==> src/rtl/fifo_rd_ctrl.sv <==
`default_nettype none
// ============================================================================
// Module   : fifo_rd_ctrl
// Brief    : Read-side controller for the 8x32 FIFO register bank; owns the
//            read pointer, occupancy count and registered read data/ack/error.
// Revision : 1.0
// ============================================================================
module fifo_rd_ctrl #(
  parameter int WIDTH = 32,
  parameter int DEPTH = 8
) (
  input  logic             clk,
  input  logic             reset_n,
  input  logic             rd_en,
  input  logic             wr_commit,
  input  logic [WIDTH-1:0] reg_in0,
  input  logic [WIDTH-1:0] reg_in1,
  input  logic [WIDTH-1:0] reg_in2,
  input  logic [WIDTH-1:0] reg_in3,
  input  logic [WIDTH-1:0] reg_in4,
  input  logic [WIDTH-1:0] reg_in5,
  input  logic [WIDTH-1:0] reg_in6,
  input  logic [WIDTH-1:0] reg_in7,
  output logic [WIDTH-1:0] d_out,
  output logic [2:0]       rd_ptr,
  output logic [3:0]       data_count,
  output logic             empty,
  output logic             full,
  output logic             rd_ack,
  output logic             rd_err,
  output logic [1:0]       state
);

  localparam logic [3:0] C_FULL_COUNT = 4'(DEPTH);

  typedef enum logic [1:0] {
    ST_INIT     = 2'b00,
    ST_NO_OP    = 2'b01,
    ST_READ     = 2'b10,
    ST_RD_ERROR = 2'b11
  } state_t;

  state_t           state_q, state_d;
  logic [WIDTH-1:0] d_out_q, d_out_d;
  logic [2:0]       rd_ptr_q, rd_ptr_d;
  logic [3:0]       count_q, count_d;
  logic             empty_q, empty_d;
  logic             full_q, full_d;
  logic             rd_ack_q, rd_ack_d;
  logic             rd_err_q, rd_err_d;
  logic             rd_acc;
  logic [WIDTH-1:0] bank [DEPTH];

  always_comb begin
    bank[0] = reg_in0;
    bank[1] = reg_in1;
    bank[2] = reg_in2;
    bank[3] = reg_in3;
    bank[4] = reg_in4;
    bank[5] = reg_in5;
    bank[6] = reg_in6;
    bank[7] = reg_in7;
  end

  // Same transition rules apply from every state, INIT included.
  always_comb begin
    rd_acc   = rd_en && (count_q != 4'd0);
    state_d  = ST_NO_OP;
    d_out_d  = d_out_q;
    rd_ptr_d = rd_ptr_q;
    rd_ack_d = 1'b0;
    rd_err_d = 1'b0;
    count_d  = count_q;

    if (rd_en) begin
      if (rd_acc) begin
        state_d  = ST_READ;
        d_out_d  = bank[rd_ptr_q];
        rd_ptr_d = rd_ptr_q + 3'd1;
        rd_ack_d = 1'b1;
      end else begin
        state_d  = ST_RD_ERROR;
        rd_err_d = 1'b1;
      end
    end

    // A commit while full is a writer fault and is dropped.
    if (wr_commit && !rd_acc) begin
      if (count_q != C_FULL_COUNT) count_d = count_q + 4'd1;
    end else if (!wr_commit && rd_acc) begin
      count_d = count_q - 4'd1;
    end

    empty_d = (count_d == 4'd0);
    full_d  = (count_d == C_FULL_COUNT);
  end

  always_ff @(posedge clk or negedge reset_n) begin
    if (!reset_n) begin
      state_q  <= ST_INIT;
      d_out_q  <= '0;
      rd_ptr_q <= '0;
      count_q  <= '0;
      empty_q  <= 1'b1;
      full_q   <= 1'b0;
      rd_ack_q <= 1'b0;
      rd_err_q <= 1'b0;
    end else begin
      state_q  <= state_d;
      d_out_q  <= d_out_d;
      rd_ptr_q <= rd_ptr_d;
      count_q  <= count_d;
      empty_q  <= empty_d;
      full_q   <= full_d;
      rd_ack_q <= rd_ack_d;
      rd_err_q <= rd_err_d;
    end
  end

  assign d_out      = d_out_q;
  assign rd_ptr     = rd_ptr_q;
  assign data_count = count_q;
  assign empty      = empty_q;
  assign full       = full_q;
  assign rd_ack     = rd_ack_q;
  assign rd_err     = rd_err_q;
  assign state      = state_q;

endmodule
`default_nettype wire

==> config.mk <==
export PLATFORM = sky130hd
export DESIGN_NAME = fifo_rd_ctrl
export DESIGN_NICKNAME = d
export VERILOG_FILES = /design/src/rtl/fifo_rd_ctrl.sv
export SDC_FILE = /design/constraint.sdc
export NUM_CORES = 1
export LEC_CHECK = 0
export ABC_AREA = 1
export BUFFER_PORTS_ARGS = -buffer_cell sky130_fd_sc_hd__buf_4
export CAP_MARGIN = 20
export CORE_AREA = 2 2 117 119
export DETAILED_ROUTE_END_ITERATION = 16
export DIE_AREA = 0 0 119 121
export PLACE_DENSITY = 0.68
export SETUP_SLACK_MARGIN = 0.5
export SKIP_CTS_REPAIR_TIMING = 1
export SLEW_MARGIN = 15
export SYNTH_ARGS = -nofsm -noshare
export SYNTH_HDL_FRONTEND = slang
export SYNTH_SLANG_ARGS = --single-unit
==> constraint.sdc <==
create_clock -name clk -period 3.8 [get_ports clk]
set_clock_uncertainty 0.1 [all_clocks]
set_input_delay 1.14 -clock clk [delete_from_list [all_inputs] [get_ports clk]]
set_output_delay 1.14 -clock clk [all_outputs]
set_load 0.03 [all_outputs]
==> metrics.md <==
| Metric | Value |
|---|---|
| Status | finished, final reports clean |
| Filler instances | around 1,400 |
| Area Growth Syn to Fin | 61.1% |
| Die Area | about 14,000 um2 |
| Synth top area cells | dfrtp_1, nor2_1, o21ai_0 |
| Cell Rows | 42 |
| Crit share post-route | 0.698 |
| Antenna violations before repair | 0 |
| GRT Total Usage | 0.226 |
| Core Area | approximately 13,000 um2 |
| Top_reg_cell synth | dfrtp_1 |
| CP cell instances | buf_4 |
| Worst path top cell family by delay | flip-flops |
| Clock share of power | 0.109 |
| Yosys top cell area share | 0.276 |
| Final min period | 2650 ps |
| Post-route DRC violation count | 0 |
| Avg Cell Area, Syn | 6.39 um2 |
| Crit path max-delay cell type | dfrtp_1 |
| Final setup fails | 0 |
| Crit path required time | about 2600 ps |
| PortBufs | 304 |
| Flip-flop and latch area | 1130 um2 |
| Worst hold slack | around 380 ps |
| Horiz. Die Dim | 119 um |
| Total clock sinks | 45 |
| Sequential element share of the synthesized area | 0.282 |
| Final Hold Fails | 0 |
| Placer Congestion | ~0.90 |
| Top cells by count, synth | nor2_1, o21ai_0, nand2_1, dfrtp_1 |
| GR Overflow Total | 0 |
| Largest stage delay, worst path | around 840 ps |
| Root buf cell | clkbuf_16 |
| Worst slew margin | 0.428 |
| Leakage Power | 3.14 nW |
| First-pass GRT wire length | 26,400 um |
| HP Class | flop to flop |
| Post-route design area | roughly 6400 um2 |
| Vias in the first global route | roughly 5,200 |
| Critical path buffers and inverters | 1 |
| CP Launch Type | flop |
| Synth Register Bits | between 40 and 50 |
| Top cell type by total area after synthesis | dfrtp_1 |
| Top-count cell post-synth | nor2_1 |
| Placed Area | approximately 6300 um2 |
| Comb pwr share | 0.671 |
| Multi-input gate area | approximately 2500 um2 |
| Most used routing layer in global routing | met2 |
| Sw frac | 0.529 |
| CP Data Arrival Time | between 1000 and 1500 ps |
| Int Pwr | 2.20 mW |
| TritonRoute pass-1 iters | 5 |
| Worst-margin pin slew | approximately 860 ps |
| Power Density | just over 700 nW/um2 |
| Max H-tree Level | 2 |
| Initial DRC Count | a little over 300 |
| Switching Power | roughly 2.5 mW |
| CTS clk-pin slew, worst paths | ~60 ps |
| Layout cells sized above 1 | 0.379 |
| Worst-skew pair later-pin latency | about 280 ps |
| VDD IR max | 0.320 mV |
| Num ports | 305 |
| Final Max Slew Viols | 0 |
| CP Capture Type | primary output |
| Fraction of registers with async set/reset | 1.00 |
| Drt wl/cell | 16.0 um |
| Starting Density | 0.305 |
| Fin nets | around 1,100 |
| Drt total wl | 17,000 um |
| Pin count of the biggest net entering global routing | slightly above 90 |
| Routed vias | between 5,000 and 6,000 |
| Synth unique cells | 24 |
| Met2 usage | 0.400 |
| Number of flops mapped to enable cells by yosys | 0 |
| Synthesis warning total | 0 |
| Clock Path Buffers | 2 |
| N_diodes | 0 |
| Fmax | roughly 0.38 GHz |
| GR Layer Usage met3 | 0.0536 |
| Sequential Power Share | 0.221 |
| Dpl hpwl | 12,300 um |
| TritonCTS Buffers | 5 |
| Worst Path Max Fanout | 19 |
| ANT nets after route | 0 |
| Syn_nets | around 890 |
| Met1 usage | 0.277 |
| Fin Setup TNS | 0 ps |
| RSZ-0062 raised after global routing | false |
| Mapped Cells | ~630 |
| Vias/cell | about 5.1 |
| Die H | roughly 120 um |
| Max cap viols | 0 |
| Critical setup path kind | flop to primary output |
| Synth Cell Area | 3990 um2 |
| TritonCTS clock tree | done |
==> final cells by class <==
| class | instances | area share |
|---|---|---|
| flip-flops and latches | 45 | 0.176 |
| inverters | 17 | 0.0107 |
| clock buffers | 7 | 0.0222 |
| well taps | 176 | 0.0343 |
| multi-input cells | 507 | 0.389 |
| clock inverters | 1 | 0.00467 |
| repair buffers | 309 | 0.363 |
==> tightest hold or removal path, cell delays in order, from the launching register on <==
cell,delay (ps)
dfrtp_1,340
nand2_1,60
nand2_1,50
==> placed cells by master (no fill, tap or decap) <==
master       n
dfrtp_2      1
buf_4      308
o21ai_1     21
inv_2        2
dfstp_2      1
inv_1       13
clkbuf_1     1
clkbuf_16    5
nand2_1     87
o211ai_1    37
nand3_1     37
nor2_2      10
ha_1         3
nand3_4      1
inv_4        2
dfrtp_1     42
nor2_1     163
clkbuf_8     1
xor2_1       5
nand4_1      4
o21ai_0    108
buf_12       1
nand2_4      2
dfrtp_4      1
bufinv_16    1
a21oi_1      2
o221ai_1    27
==> metrics by stage <==
stage / utilization / std cells / worst slack, ps / total power [mW]
2_1_floorplan: - / 625 / 1690 / 3.17
3_3_place_gp: 0.478 / 1054 / 1190 / 4.18
3_5_place_dp: 0.478 / 1054 / 1130 / 4.18
4_1_cts: 0.491 / 1062 / 1120 / 4.71
5_1_grt: 0.491 / 1062 / 1070 / 5.10
6_report: 0.491 / 1062 / 1150 / 4.66
==> logic make-up after synthesis <==
family	synth area share
adder cells (fa/ha/maj)	0.00941
XOR/XNOR	0.0110
AND/OR/NAND/NOR	0.313
buffers and inverters	0.0906
AO/OA/AOI/OAI	0.293
flip-flops	0.282
==> power groups by stage <==
stage,Clock (mW),Sequential [mW],Combinational (mW)
finish,0.507,1.03,3.13
global route,0.541,1.07,3.49
CTS,0.520,1.03,3.15
detailed placement,0,1.03,3.15
global placement,0,1.04,3.15
floorplan,0,1.29,1.88
==> layer usage <==
layer  vias up  part of all wire
met5         -                 0
met4         0             0.017
met3        20             0.075
met2       231              0.50
met1      2531              0.40
li1       2666                 -
==> flip-flops by register name, summed over array words and instances, names as in the netlist <==
name        count
d_out          32
data_count      4
rd_ptr          3
state           2
empty           1
full            1
rd_ack          1
rd_err          1
==> worst paths after layout <==
| check | start | endpoint | slack, ps | depth (start not counted) |
|---|---|---|---|---|
| setup / recovery | rd_ptr[2] | rd_ptr[2] | 1150 | 1 |
| hold / removal | d_out[15] | d_out[15] | 380 | 2 |
| setup reg to reg | data_count[0] | full | 1420 | 9 |
| hold reg to reg | d_out[15] | d_out[15] | 380 | 2 |
| max in group asynchronous | reset_n | rd_ptr[0] | 2390 | 1 |
| min in group asynchronous | reset_n | d_out[28] | 760 | 1 |
No activity file was read; power rests on OpenSTA's default activity.
